--- config.mk ---
export PLATFORM = sky130hd
export DESIGN_NAME = mips_multicycle_cpu
export DESIGN_NICKNAME = d
export VERILOG_FILES = /design/src/rtl/mips_multicycle_cpu_pkg.sv /design/src/rtl/mips_multicycle_cpu_fsm.sv /design/src/rtl/mips_multicycle_cpu.sv
export SDC_FILE = /design/constraint.sdc
export NUM_CORES = 2
export LEC_CHECK = 0
export CORE_UTILIZATION = 35
export CTS_CLUSTER_SIZE = 16
export DETAILED_ROUTE_END_ITERATION = 10
export PLACE_DENSITY = 0.54
export SLEW_MARGIN = 20
export SYNTH_ARGS = -nofsm -noshare
export SYNTH_HDL_FRONTEND = slang
export SYNTH_SLANG_ARGS = --single-unit
--- constraint.sdc ---
create_clock -name clk -period 17.8 [get_ports clk]
set_input_delay 3.56 -clock clk [delete_from_list [all_inputs] [get_ports clk]]
set_output_delay 3.56 -clock clk [all_outputs]
set_load 0.05 [all_outputs]
--- src/rtl/mips_multicycle_cpu_pkg.sv ---
// Shared definitions for the multi-cycle MIPS core: FSM state encodings,
// opcode/funct constants, ALU operand-source codes, the per-instruction
// control word with its decoder, and the ALU itself.
package mips_multicycle_cpu_pkg;

  typedef enum logic [2:0] {
    ST_FETCH  = 3'd0,
    ST_DECODE = 3'd1,
    ST_EXEC   = 3'd2,
    ST_MEM    = 3'd3,
    ST_WB     = 3'd4
  } state_e;

  localparam logic [5:0] OP_RTYPE = 6'h00;
  localparam logic [5:0] OP_J     = 6'h02;
  localparam logic [5:0] OP_BEQ   = 6'h04;
  localparam logic [5:0] OP_ADDI  = 6'h08;
  localparam logic [5:0] OP_SLTI  = 6'h0A;
  localparam logic [5:0] OP_ANDI  = 6'h0C;
  localparam logic [5:0] OP_ORI   = 6'h0D;
  localparam logic [5:0] OP_LW    = 6'h23;
  localparam logic [5:0] OP_SW    = 6'h2B;

  localparam logic [5:0] FN_SLL = 6'h00;
  localparam logic [5:0] FN_SRL = 6'h02;
  localparam logic [5:0] FN_ADD = 6'h20;
  localparam logic [5:0] FN_SUB = 6'h22;
  localparam logic [5:0] FN_AND = 6'h24;
  localparam logic [5:0] FN_OR  = 6'h25;
  localparam logic [5:0] FN_SLT = 6'h2A;

  typedef enum logic [2:0] {
    ALU_ADD, ALU_SUB, ALU_AND, ALU_OR, ALU_SLT, ALU_SLL, ALU_SRL
  } alu_op_e;

  // Second ALU operand: register B, sign-extended immediate, or zero-extended shamt.
  typedef enum logic [1:0] {
    B_SRC_REG, B_SRC_SEXT, B_SRC_SHAMT
  } b_src_e;

  // Instruction class steers the FSM after EXEC.
  typedef enum logic [2:0] {
    CL_ALU, CL_LW, CL_SW, CL_BEQ, CL_J, CL_NOP
  } iclass_e;

  typedef struct packed {
    iclass_e cls;
    alu_op_e alu_op;
    b_src_e  b_src;
    logic    a_is_rt;  // shifts operate on rt, not rs
    logic    dst_rd;   // R-type writes rd, I-type writes rt
  } ctrl_t;

  function automatic ctrl_t decode(input logic [5:0] op, input logic [5:0] fn);
    ctrl_t c;
    c = '{cls: CL_NOP, alu_op: ALU_ADD, b_src: B_SRC_REG, a_is_rt: 1'b0, dst_rd: 1'b0};
    case (op)
      OP_RTYPE: begin
        c.cls    = CL_ALU;
        c.dst_rd = 1'b1;
        case (fn)
          FN_ADD:  c.alu_op = ALU_ADD;
          FN_SUB:  c.alu_op = ALU_SUB;
          FN_AND:  c.alu_op = ALU_AND;
          FN_OR:   c.alu_op = ALU_OR;
          FN_SLT:  c.alu_op = ALU_SLT;
          FN_SLL:  begin c.alu_op = ALU_SLL; c.b_src = B_SRC_SHAMT; c.a_is_rt = 1'b1; end
          FN_SRL:  begin c.alu_op = ALU_SRL; c.b_src = B_SRC_SHAMT; c.a_is_rt = 1'b1; end
          default: c.cls = CL_NOP;
        endcase
      end
      OP_ADDI: begin c.cls = CL_ALU; c.alu_op = ALU_ADD; c.b_src = B_SRC_SEXT; end
      OP_SLTI: begin c.cls = CL_ALU; c.alu_op = ALU_SLT; c.b_src = B_SRC_SEXT; end
      OP_ANDI: begin c.cls = CL_ALU; c.alu_op = ALU_AND; c.b_src = B_SRC_SEXT; end
      OP_ORI:  begin c.cls = CL_ALU; c.alu_op = ALU_OR;  c.b_src = B_SRC_SEXT; end
      OP_LW:   begin c.cls = CL_LW;  c.alu_op = ALU_ADD; c.b_src = B_SRC_SEXT; end
      OP_SW:   begin c.cls = CL_SW;  c.alu_op = ALU_ADD; c.b_src = B_SRC_SEXT; end
      OP_BEQ:  begin c.cls = CL_BEQ; c.alu_op = ALU_SUB; end
      OP_J:    c.cls = CL_J;
      default: c.cls = CL_NOP;
    endcase
    return c;
  endfunction

  function automatic logic [31:0] alu(input alu_op_e op, input logic [31:0] a,
                                      input logic [31:0] b);
    case (op)
      ALU_ADD: return a + b;
      ALU_SUB: return a - b;
      ALU_AND: return a & b;
      ALU_OR:  return a | b;
      ALU_SLT: return {31'b0, $signed(a) < $signed(b)};
      ALU_SLL: return a << b[4:0];
      ALU_SRL: return a >> b[4:0];
      default: return 32'h0;
    endcase
  endfunction

endpackage

--- src/rtl/mips_multicycle_cpu_fsm.sv ---
// Control FSM of the multi-cycle core: state register plus next-state and
// one-cycle enable decode for every datapath register.
// Ports:
//   clk, rst        clock, synchronous active-high reset
//   cls_i           class of the instruction held in the IR
//   mem_ready_i     memory handshake completion
//   state_o         current state (debug / bus address select)
//   mem_req_o       bus request (FETCH/MEM only, forced low in reset)
//   mem_we_o        bus write (MEM of a store)
//   ir_we_o .. mdr_we_o, rf_we_o, pc_we_o, retire_o   datapath enables
module mips_multicycle_cpu_fsm
  import mips_multicycle_cpu_pkg::*;
(
  input  logic       clk,
  input  logic       rst,
  input  logic [2:0] cls_i,
  input  logic       mem_ready_i,
  output logic [2:0] state_o,
  output logic       mem_req_o,
  output logic       mem_we_o,
  output logic       ir_we_o,
  output logic       ab_we_o,
  output logic       alu_we_o,
  output logic       mdr_we_o,
  output logic       rf_we_o,
  output logic       pc_we_o,
  output logic       retire_o
);

  state_e  state_q, state_d;
  iclass_e cls;

  assign cls     = iclass_e'(cls_i);
  assign state_o = state_q;

  // NOTE: every output gets a default before the case, so no path leaves one unassigned and no latch is inferred.
  always_comb begin
    state_d   = state_q;
    mem_req_o = 1'b0;
    mem_we_o  = 1'b0;
    ir_we_o   = 1'b0;
    ab_we_o   = 1'b0;
    alu_we_o  = 1'b0;
    mdr_we_o  = 1'b0;
    rf_we_o   = 1'b0;
    pc_we_o   = 1'b0;
    retire_o  = 1'b0;
    case (state_q)
      ST_FETCH: begin
        mem_req_o = 1'b1;
        if (mem_ready_i) begin
          ir_we_o = 1'b1;
          state_d = ST_DECODE;
        end
      end
      ST_DECODE: begin
        ab_we_o = 1'b1;
        state_d = ST_EXEC;
      end
      ST_EXEC: begin
        alu_we_o = 1'b1;
        case (cls)
          CL_LW, CL_SW: state_d = ST_MEM;
          CL_ALU:       state_d = ST_WB;
          default: begin  // beq, j and unrecognised opcodes finish here
            pc_we_o  = 1'b1;
            retire_o = 1'b1;
            state_d  = ST_FETCH;
          end
        endcase
      end
      ST_MEM: begin
        mem_req_o = 1'b1;
        mem_we_o  = (cls == CL_SW);
        if (mem_ready_i) begin
          if (cls == CL_SW) begin
            pc_we_o  = 1'b1;
            retire_o = 1'b1;
            state_d  = ST_FETCH;
          end else begin
            mdr_we_o = 1'b1;
            state_d  = ST_WB;
          end
        end
      end
      ST_WB: begin
        rf_we_o  = 1'b1;
        pc_we_o  = 1'b1;
        retire_o = 1'b1;
        state_d  = ST_FETCH;
      end
      default: state_d = ST_FETCH;
    endcase
    // Reset suppresses the bus and every state update of an aborted instruction.
    if (rst) begin
      state_d   = ST_FETCH;
      mem_req_o = 1'b0;
      mem_we_o  = 1'b0;
      ir_we_o   = 1'b0;
      ab_we_o   = 1'b0;
      alu_we_o  = 1'b0;
      mdr_we_o  = 1'b0;
      rf_we_o   = 1'b0;
      pc_we_o   = 1'b0;
      retire_o  = 1'b0;
    end
  end

  // NOTE: sequential state uses non-blocking assignments so all registers update together at the edge.
  always_ff @(posedge clk) begin
    if (rst) state_q <= ST_FETCH;
    else     state_q <= state_d;
  end

endmodule

--- src/rtl/mips_multicycle_cpu.sv ---
// Multi-cycle MIPS core with a single shared instruction/data bus using a
// req/ready handshake. Holds the datapath registers (pc, ir, A, B, ALUOut,
// MDR, register file, retired counter); sequencing lives in the FSM.
// Ports:
//   clk, rst               clock, synchronous active-high reset
//   mem_req/we/addr/wdata  bus request, write flag, byte address, store data
//   mem_rdata, mem_ready   bus read data, transfer completion
//   pc_out                 address of the instruction in flight
//   state_out              FSM state (debug)
//   retired                completed-instruction count (wraps)
module mips_multicycle_cpu
  import mips_multicycle_cpu_pkg::*;
#(
  parameter int                    ADDR_WIDTH = 8,
  parameter logic [ADDR_WIDTH-1:0] RESET_PC   = '0,
  parameter int                    CNT_WIDTH  = 32
) (
  input  logic                  clk,
  input  logic                  rst,
  output logic                  mem_req,
  output logic                  mem_we,
  output logic [ADDR_WIDTH-1:0] mem_addr,
  output logic [31:0]           mem_wdata,
  input  logic [31:0]           mem_rdata,
  input  logic                  mem_ready,
  output logic [ADDR_WIDTH-1:0] pc_out,
  output logic [2:0]            state_out,
  output logic [CNT_WIDTH-1:0]  retired
);

  logic [ADDR_WIDTH-1:0] pc_q;
  logic [31:0]           ir_q, a_q, b_q, alu_out_q, mdr_q;
  logic [CNT_WIDTH-1:0]  retired_q;
  logic [31:0]           rf [32];

  logic [2:0] state;
  logic       ir_we, ab_we, alu_we, mdr_we, rf_we, pc_we, retire;

  ctrl_t                 ctrl;
  logic [4:0]            rs, rt, rd, wr_addr;
  logic [31:0]           imm_sext, alu_a, alu_b, alu_res, rf_a, rf_b, wr_data;
  logic [ADDR_WIDTH-1:0] pc_plus4, pc_next;
  logic                  unused_bits;

  assign ctrl     = decode(ir_q[31:26], ir_q[5:0]);
  assign rs       = ir_q[25:21];
  assign rt       = ir_q[20:16];
  assign rd       = ir_q[15:11];
  assign imm_sext = {{16{ir_q[15]}}, ir_q[15:0]};

  mips_multicycle_cpu_fsm u_fsm (
    .clk         (clk),
    .rst         (rst),
    .cls_i       (ctrl.cls),
    .mem_ready_i (mem_ready),
    .state_o     (state),
    .mem_req_o   (mem_req),
    .mem_we_o    (mem_we),
    .ir_we_o     (ir_we),
    .ab_we_o     (ab_we),
    .alu_we_o    (alu_we),
    .mdr_we_o    (mdr_we),
    .rf_we_o     (rf_we),
    .pc_we_o     (pc_we),
    .retire_o    (retire)
  );

  // Register file: $0 is hard-wired to zero on the read side.
  assign rf_a = (rs == 5'd0) ? 32'h0 : rf[rs];
  assign rf_b = (rt == 5'd0) ? 32'h0 : rf[rt];

  always_comb begin
    alu_a = ctrl.a_is_rt ? b_q : a_q;
    case (ctrl.b_src)
      B_SRC_SEXT:  alu_b = imm_sext;
      B_SRC_SHAMT: alu_b = {27'b0, ir_q[10:6]};
      default:     alu_b = b_q;
    endcase
  end

  assign alu_res = alu(ctrl.alu_op, alu_a, alu_b);

  // pc arithmetic wraps modulo 2^ADDR_WIDTH. Only EXEC of beq/j departs from
  // pc+4; in MEM/WB the class is lw/sw/alu, so the class alone picks the target.
  assign pc_plus4 = pc_q + ADDR_WIDTH'(4);

  always_comb begin
    case (ctrl.cls)
      CL_BEQ:  pc_next = (alu_res == 32'h0)
                         ? pc_plus4 + {imm_sext[ADDR_WIDTH-3:0], 2'b00}
                         : pc_plus4;
      CL_J:    pc_next = {ir_q[ADDR_WIDTH-3:0], 2'b00};
      default: pc_next = pc_plus4;
    endcase
  end

  always_ff @(posedge clk) begin
    if (rst) begin
      pc_q      <= RESET_PC;
      ir_q      <= '0;
      a_q       <= '0;
      b_q       <= '0;
      alu_out_q <= '0;
      mdr_q     <= '0;
      retired_q <= '0;
    end else begin
      if (ir_we)  ir_q      <= mem_rdata;
      if (ab_we)  begin a_q <= rf_a; b_q <= rf_b; end
      if (alu_we) alu_out_q <= alu_res;
      if (mdr_we) mdr_q     <= mem_rdata;
      if (pc_we)  pc_q      <= pc_next;
      if (retire) retired_q <= retired_q + CNT_WIDTH'(1);
    end
  end

  assign wr_addr = ctrl.dst_rd ? rd : rt;
  assign wr_data = (ctrl.cls == CL_LW) ? mdr_q : alu_out_q;

  // NOTE: the register file is a storage array and is deliberately not reset; software initialises what it reads.
  always_ff @(posedge clk) begin
    if (rf_we && (wr_addr != 5'd0)) rf[wr_addr] <= wr_data;
  end

  // In MEM the bus carries the computed data address, otherwise the pc.
  assign mem_addr  = (state == ST_MEM) ? alu_out_q[ADDR_WIDTH-1:0] : pc_q;
  assign mem_wdata = b_q;

  assign pc_out    = pc_q;
  assign state_out = state;
  assign retired   = retired_q;

  assign unused_bits = ^alu_out_q[31:ADDR_WIDTH];

endmodule

# Word-level counts from Yosys, hierarchy flattened
# Memory sizes are Yosys's and may differ from the RTL's. A register that Yosys moved wholly into a read port is not among the register bits.
# Index checks and enable logic that the tools add are counted.
# Widths: inputs -> output; s select.
[totals]
register_bits = 203
ram_bits = 1024
output_inout_bits = 85
memories = 1
[op_classes]
addsub = 5
magnitude_cmp = 1
n_eq_ne = 32
shift = 2
muxes = 50
bitwise_logic = 2
reduce_logical = 18
[memory_table]
columns = ["memory", "depth", "width", "read_ports", "rd_clocked_by_memory_dff", "write_ports", "line", "text"]
rows = [
  ["rf", 32, 32, 2, 2, 1, "mips_multicycle_cpu.sv:34", "logic [31:0] rf [32];"],
]
[op_table]
columns = ["cell", "count"]
rows = [
  ["$pmux 32 s7", 1],
  ["$mux 32", 4],
  ["$pmux 32 s2", 1],
  ["$eq 6x6->1 const B", 7],
  ["$pmux 3 s6", 2],
  ["$add 32x1->32 const B", 1],
  ["$add 32x32->32", 1],
  ["$and 32x32->32", 1],
  ["$logic_not 32->1", 1],
  ["$lt 32x32->1", 1],
  ["$or 32x32->32", 1],
  ["$shl 32x5->32", 1],
  ["$shr 32x5->32", 1],
  ["$sub 32x32->32", 1],
  ["$mux 5", 5],
  ["$eq 6x4->1 const B", 4],
  ["$mux 1", 23],
  ["$eq 3x2->1 const B", 6],
  ["$mux 8", 2],
  ["$pmux 8 s2", 1],
  ["$eq 3x3->1 const B", 5],
  ["$mux 3", 5],
  ["$pmux 3 s5", 1],
  ["$eq 6x2->1 const B", 2],
  ["other kinds (23)", 32],
]

# Longest topological paths before layout
[depth]
depth_word = 11
ltp_mapped = 31

# Cells and area by module
# From an unflattened synthesis, not the netlist that was laid out.
[unflattened]
cells_unflattened = 4846
hier_area_um2 = 67478.5
[by_module_without_submodules]
columns = ["mod", "instances", "cells_per_inst", "area_per_inst_um2", "seq_area_each_um2"]
rows = [
  ["mips_multicycle_cpu", 1, 4810, 67219.5, 34913.5],
  ["mips_multicycle_cpu_fsm", 1, 36, 259.0, 60.1],
]

# Worst setup path after synthesis
# OpenSTA, ideal clock, no wires.
[synth_timing]
path_kind = "input to output"
startpoint = "in rst"
endpoint = "out mem_we"
t_arrival_ns = 5.516
slack_ns = 8.724
stages = 3
n_path_buf = 2
cell_sequence = "clkbuf_1 > buf_1 > nor4_1"
[synth_between]
elab_chain_len = 1
[synth_lines]
columns = ["element", "line", "text"]
rows = [
  ["start, declared", "mips_multicycle_cpu.sv:19", "input logic rst,"],
  ["$mux 1", "mips_multicycle_cpu_fsm.sv:95", "if (rst) begin"],
  ["end, declared", "mips_multicycle_cpu.sv:21", "output logic mem_we,"],
]
# No other way between the ends.

# Worst setup path in the final report
[layout_timing]
startpoint = "reg ir_q[27]"
endpoint = "reg pc_q[6] (netlist: pc_out[6])"
[layout_between]
elab_chain_len = 10
elab_cells_between_ends = 48
[layout_lines]
columns = ["element", "line", "text"]
rows = [
  ["start, declared", "mips_multicycle_cpu.sv:32", "logic [31:0] ir_q, a_q, b_q, alu_out_q, mdr_q;"],
  ["start signal, assigned", "mips_multicycle_cpu.sv:107", "if (ir_we) ir_q <= mem_rdata;"],
  ["$eq 6x6->1 or $eq 6x4->1 (tied branches)", "mips_multicycle_cpu_pkg.sv:57", "case (op)"],
  ["$reduce_or 6->1 (no source line)", "n/a", ""],
  ["$pmux 2 s2", "mips_multicycle_cpu_pkg.sv:57", ""],
  ["$eq 2x2->1 or $eq 2x1->1 (tied branches)", "mips_multicycle_cpu.sv:74", "case (ctrl.b_src)"],
  ["$pmux 32 s2", "mips_multicycle_cpu.sv:74", ""],
  ["$sub 32x32->32, or another cell as far along", "mips_multicycle_cpu_pkg.sv:89", "ALU_SUB: return a - b;"],
  ["$pmux 32 s7", "mips_multicycle_cpu_pkg.sv:87", "case (op)"],
  ["$logic_not 32->1", "mips_multicycle_cpu.sv:89", "CL_BEQ: pc_next = (alu_res == 32'h0)"],
  ["$mux 8", "mips_multicycle_cpu.sv:90", "? pc_plus4 + {imm_sext[ADDR_WIDTH-3:0], 2'b00}"],
  ["$pmux 8 s2", "mips_multicycle_cpu.sv:88", "case (ctrl.cls)"],
  ["end signal, assigned", "mips_multicycle_cpu.sv:111", "if (pc_we) pc_q <= pc_next;"],
  ["end, declared", "mips_multicycle_cpu.sv:31", "logic [ADDR_WIDTH-1:0] pc_q;"],
]
# Parallel ways exist; a longest one is shown, timed or not.
# A chain may end at the register's enable or synchronous reset.

==> results.txt <==
----------------------------------------------------
[Floorplan]
  Number of primary I/O pins ... 120
  Die width ... 439 µm
  Area of the die ... 0.192 mm²
  Number of placement rows ... 159
  Starting utilization of the core area ... 0.354
  Vertical extent of the die ... 439 µm
  Core region area ... 0.189 mm²

[Outcome]
  Outcome ... finished, final reports clean

[GRT]
  Global-route wire length before repair ... 366000 µm
  Number of antenna violations at the first check in global routing ... 10
  Gr usage total ... 0.272
  Overflow after GRT ... 0
  Pin count of the biggest net entering global routing ... 111
  Number of global-route vias before repair ... 45700

[Final layout]
  Area taken by flip-flops and latches ... 0.0350 mm²
  Total Nets Final ... 5005
  Final standard cell count with taps included and fillers excluded ... 7463
  Share of post-route cells with drive strength above 1 ... 0.231
  Fillers ... 17500
  Area of combinational cells with multiple inputs ... 0.0303 mm²
  Post-synthesis to final-layout area growth ... 13.3%

[Critical path]
  Critical Path AT ... 9860 ps
  Startpoint type of the worst setup path ... register
  Worst setup path class ... register to register
  Largest stage delay on the critical path ... 870 ps
  Max stage delay cell, worst path ... nor4_4
  Critical path required time ... 18480 ps
  Critical path launch point ... ir_q[27]$_SDFFE_PP0P_
  Worst Setup End Kind ... register
  Cell-by-cell listing of the critical path ... nor4_4, nand3_2, ha_1, buf_4, a221oi_1, nor2_2, buf_4, ha_1, a211oi_1, o311ai_0, a31oi_1, o221ai_1, a211oi_1, xnor2_1, o221ai_1, a2111oi_1, nand4_1, nor4_2, nand4_2, nor2_4, mux2_1, o21ba_1
  Maximum net fanout on the critical path ... 42
  Worst r2r src ... ir_q[27]$_SDFFE_PP0P_

[Clock tree]
  Clock tree from TritonCTS ... yes
  CTS Buffer Depth ... 3
  Clock latency on the worst-skew pair ... 800 ps
  CTS-repair resized insts ... 0
  Total CTS buffers ... 137
  CTS Hold Bufs ... 0
  Clock transition at the registers of the reported paths ... 60 ps
  Clock root buffer ... clkbuf_16
  Clock sink count ... 1235
  Buffer count from post-CTS setup fixing ... 0
  H-tree levels ... 4

[Pwr]
  Maximum ir drop on the vdd rail ... 0.0000992 V
  Power Dens Cells ... 110 mW/mm²
  Pleak ... 24.0 nW

[STA]
  RSZ-0062 raised after global routing ... false
  Final Max Slew Viols ... 0
  Final clock skew ... 33.0 ps
  Number of endpoints with negative hold slack in the final report ... 0
  Max-Slew Margin vs Limit ... 0.166
  Crit share post-route ... 0.516
  Highest clock frequency the design can meet ... 0.109 GHz
  Post-Route Setup TNS ... 0 ps
  Final Worst Setup Slack ... 8620 ps
  Min Tclk post-route ... 9180 ps
  Setup Viol. Count Final ... 0
  WHS ... 452 ps
  Worst-margin pin slew ... 1240 ps

[Detailed routing]
  Vias after detailed routing ... 47000
  WL final ... 265000 µm
  Final antenna-violating net count ... 0
  Wire per inst ... 35.5 µm
  First drt pass iteration count ... 7
  Detailed-route vias per instance ... 6.29
  Iteration-0 DRC Markers ... 6022
  DRC viols ... 0

[Placed design]
  Pre-CTS worst setup slack ... 8820 ps
  IO buf count ... 117
  Final estimated routing congestion in global placement ... 1.09
  Half-perimeter wire length after detailed placement ... 173000 µm
  Number of placed instances, taps included ... 7215

[Logic synthesis]
  Sequential element share of the synthesized area ... 0.524
  Number of distinct library cell variants in the gate-level netlist after synthesis ... 104
  Commonest cells in the synthesized netlist ... edfxtp_1, mux4_2, nor2_1
  Synthesized area per cell ... 13.9 µm²
  Most instantiated flip-flop cell in the synthesis netlist ... edfxtp_1
  Leading cell types by total area after synthesis ... edfxtp_1, mux4_2, dfxtp_1, nor2_1, ha_1
  Top cell type by total area after synthesis ... edfxtp_1
  Syn. warnings ... 0
  Number of enable flip-flop cells after synthesis ... 1024
  Most instantiated library cell after synthesis ... edfxtp_1
  Portion of synthesized cell area occupied by the leading cell type ... 0.461
  Async set-reset flop share out of synthesis ... 0
  Number of instances in the synthesized netlist ... 4803
  Number of synthesized register bits ... 1235
  Combined area of all synthesized cells ... 0.0667 mm²

[Worst hold path]
  Source of the worst hold timing path ... mdr_q[26]$_SDFFE_PP0P_
  Worst min path class ... register to register

[Flow run]
  Max-Cap Viols ... 0

----------------------------------------------------
==> kinds of logic after synthesis <==
| group | count (synthesis) | synth area share |
|---|---|---|
| flip-flops | 1235 | 0.524 |
| buffers and inverters | 480 | 0.0289 |
| adder cells (fa/ha/maj) | 111 | 0.0212 |
| multiplexers | 802 | 0.244 |
| AO/OA/AOI/OAI | 834 | 0.0840 |
| XOR/XNOR | 73 | 0.00959 |
| other | 1 | 0.0000562 |
| AND/OR/NAND/NOR | 1267 | 0.0879 |
==> final cells by class <==
| cell class | instances | share of cell area |
|---|---|---|
| Antenna cell | 1 | 0.0000331 |
| Inverter | 117 | 0.00581 |
| Clock buffer | 172 | 0.0480 |
| Clock inverter | 75 | 0.0118 |
| Timing Repair Buffer | 247 | 0.0289 |
| Multi-Input combinational cell | 3121 | 0.401 |
| Tap cell | 2495 | 0.0413 |
| Sequential cell | 1235 | 0.463 |
==> metal layers <==
metal,wire [µm],vias up,track usage,part of all wire
li1,-,19300,-,-
met1,105000,24600,0.364,0.40
met2,124000,2474,0.430,0.47
met3,21800,537,0.0479,0.082
met4,13800,6,0.125,0.052
met5,36,-,0,0.00014
==> stage by stage <==
step	instance area (µm²)	power, mW	util
finish	75500	8.28	0.401
global route	75500	8.50	0.401
CTS	75500	8.26	0.401
detailed placement	71000	5.36	0.377
global placement	71000	5.38	0.377
floorplan	66800	4.57	-
==> worst max-delay path, delay by kind of cell, from the launching register on <==
family                   cells  cell delay [ps]
AO/OA/AOI/OAI                9             3200
XOR/XNOR                     1              340
adder cells (fa/ha/maj)      2              860
buffers and inverters        2              920
flip-flops                   1              500
multiplexers                 1              340
AND/OR/NAND/NOR              7             2830
==> flip-flops by register name, summed over array words and instances, names as in the netlist, named ones only <==
register       flops
pc_out             6
mem_wdata         32
a_q               32
alu_out_q         32
mdr_q             32
rf              1024
retired           32
ir_q              32
u_fsm.state_o      3
==> power by group <==
part	switching (mW)	internal [mW]	leakage (nW)	total [mW]
clock network	1.21	1.69	2.19	2.90
logic	1.44	0.681	10.6	2.13
registers	0.0837	3.17	11.2	3.25
==> path summary, 6_finish.rpt <==
kind,end,slack (ps),depth (start not counted)
max,pc_out[6]$_SDFFE_PP0P_,8620,22
min,mdr_q[26]$_SDFFE_PP0P_,450,2
max reg2reg,pc_out[6]$_SDFFE_PP0P_,8620,22
min reg2reg,mdr_q[26]$_SDFFE_PP0P_,450,2
==> cell usage in the layout (no fill, tap or decap), types with 108 or more instances in the layout <==
cell / n
nor2_1: 339
dfxtp_1: 201
buf_4: 128
nand2_1: 352
nand3_1: 226
edfxtp_1: 1024
mux4_2: 654
inv_1: 108
o21ai_0: 187
clkbuf_16: 139
clkdlybuf4s50_1: 116
a21oi_1: 195
ha_1: 108
No activity file was read; power rests on OpenSTA's default activity.
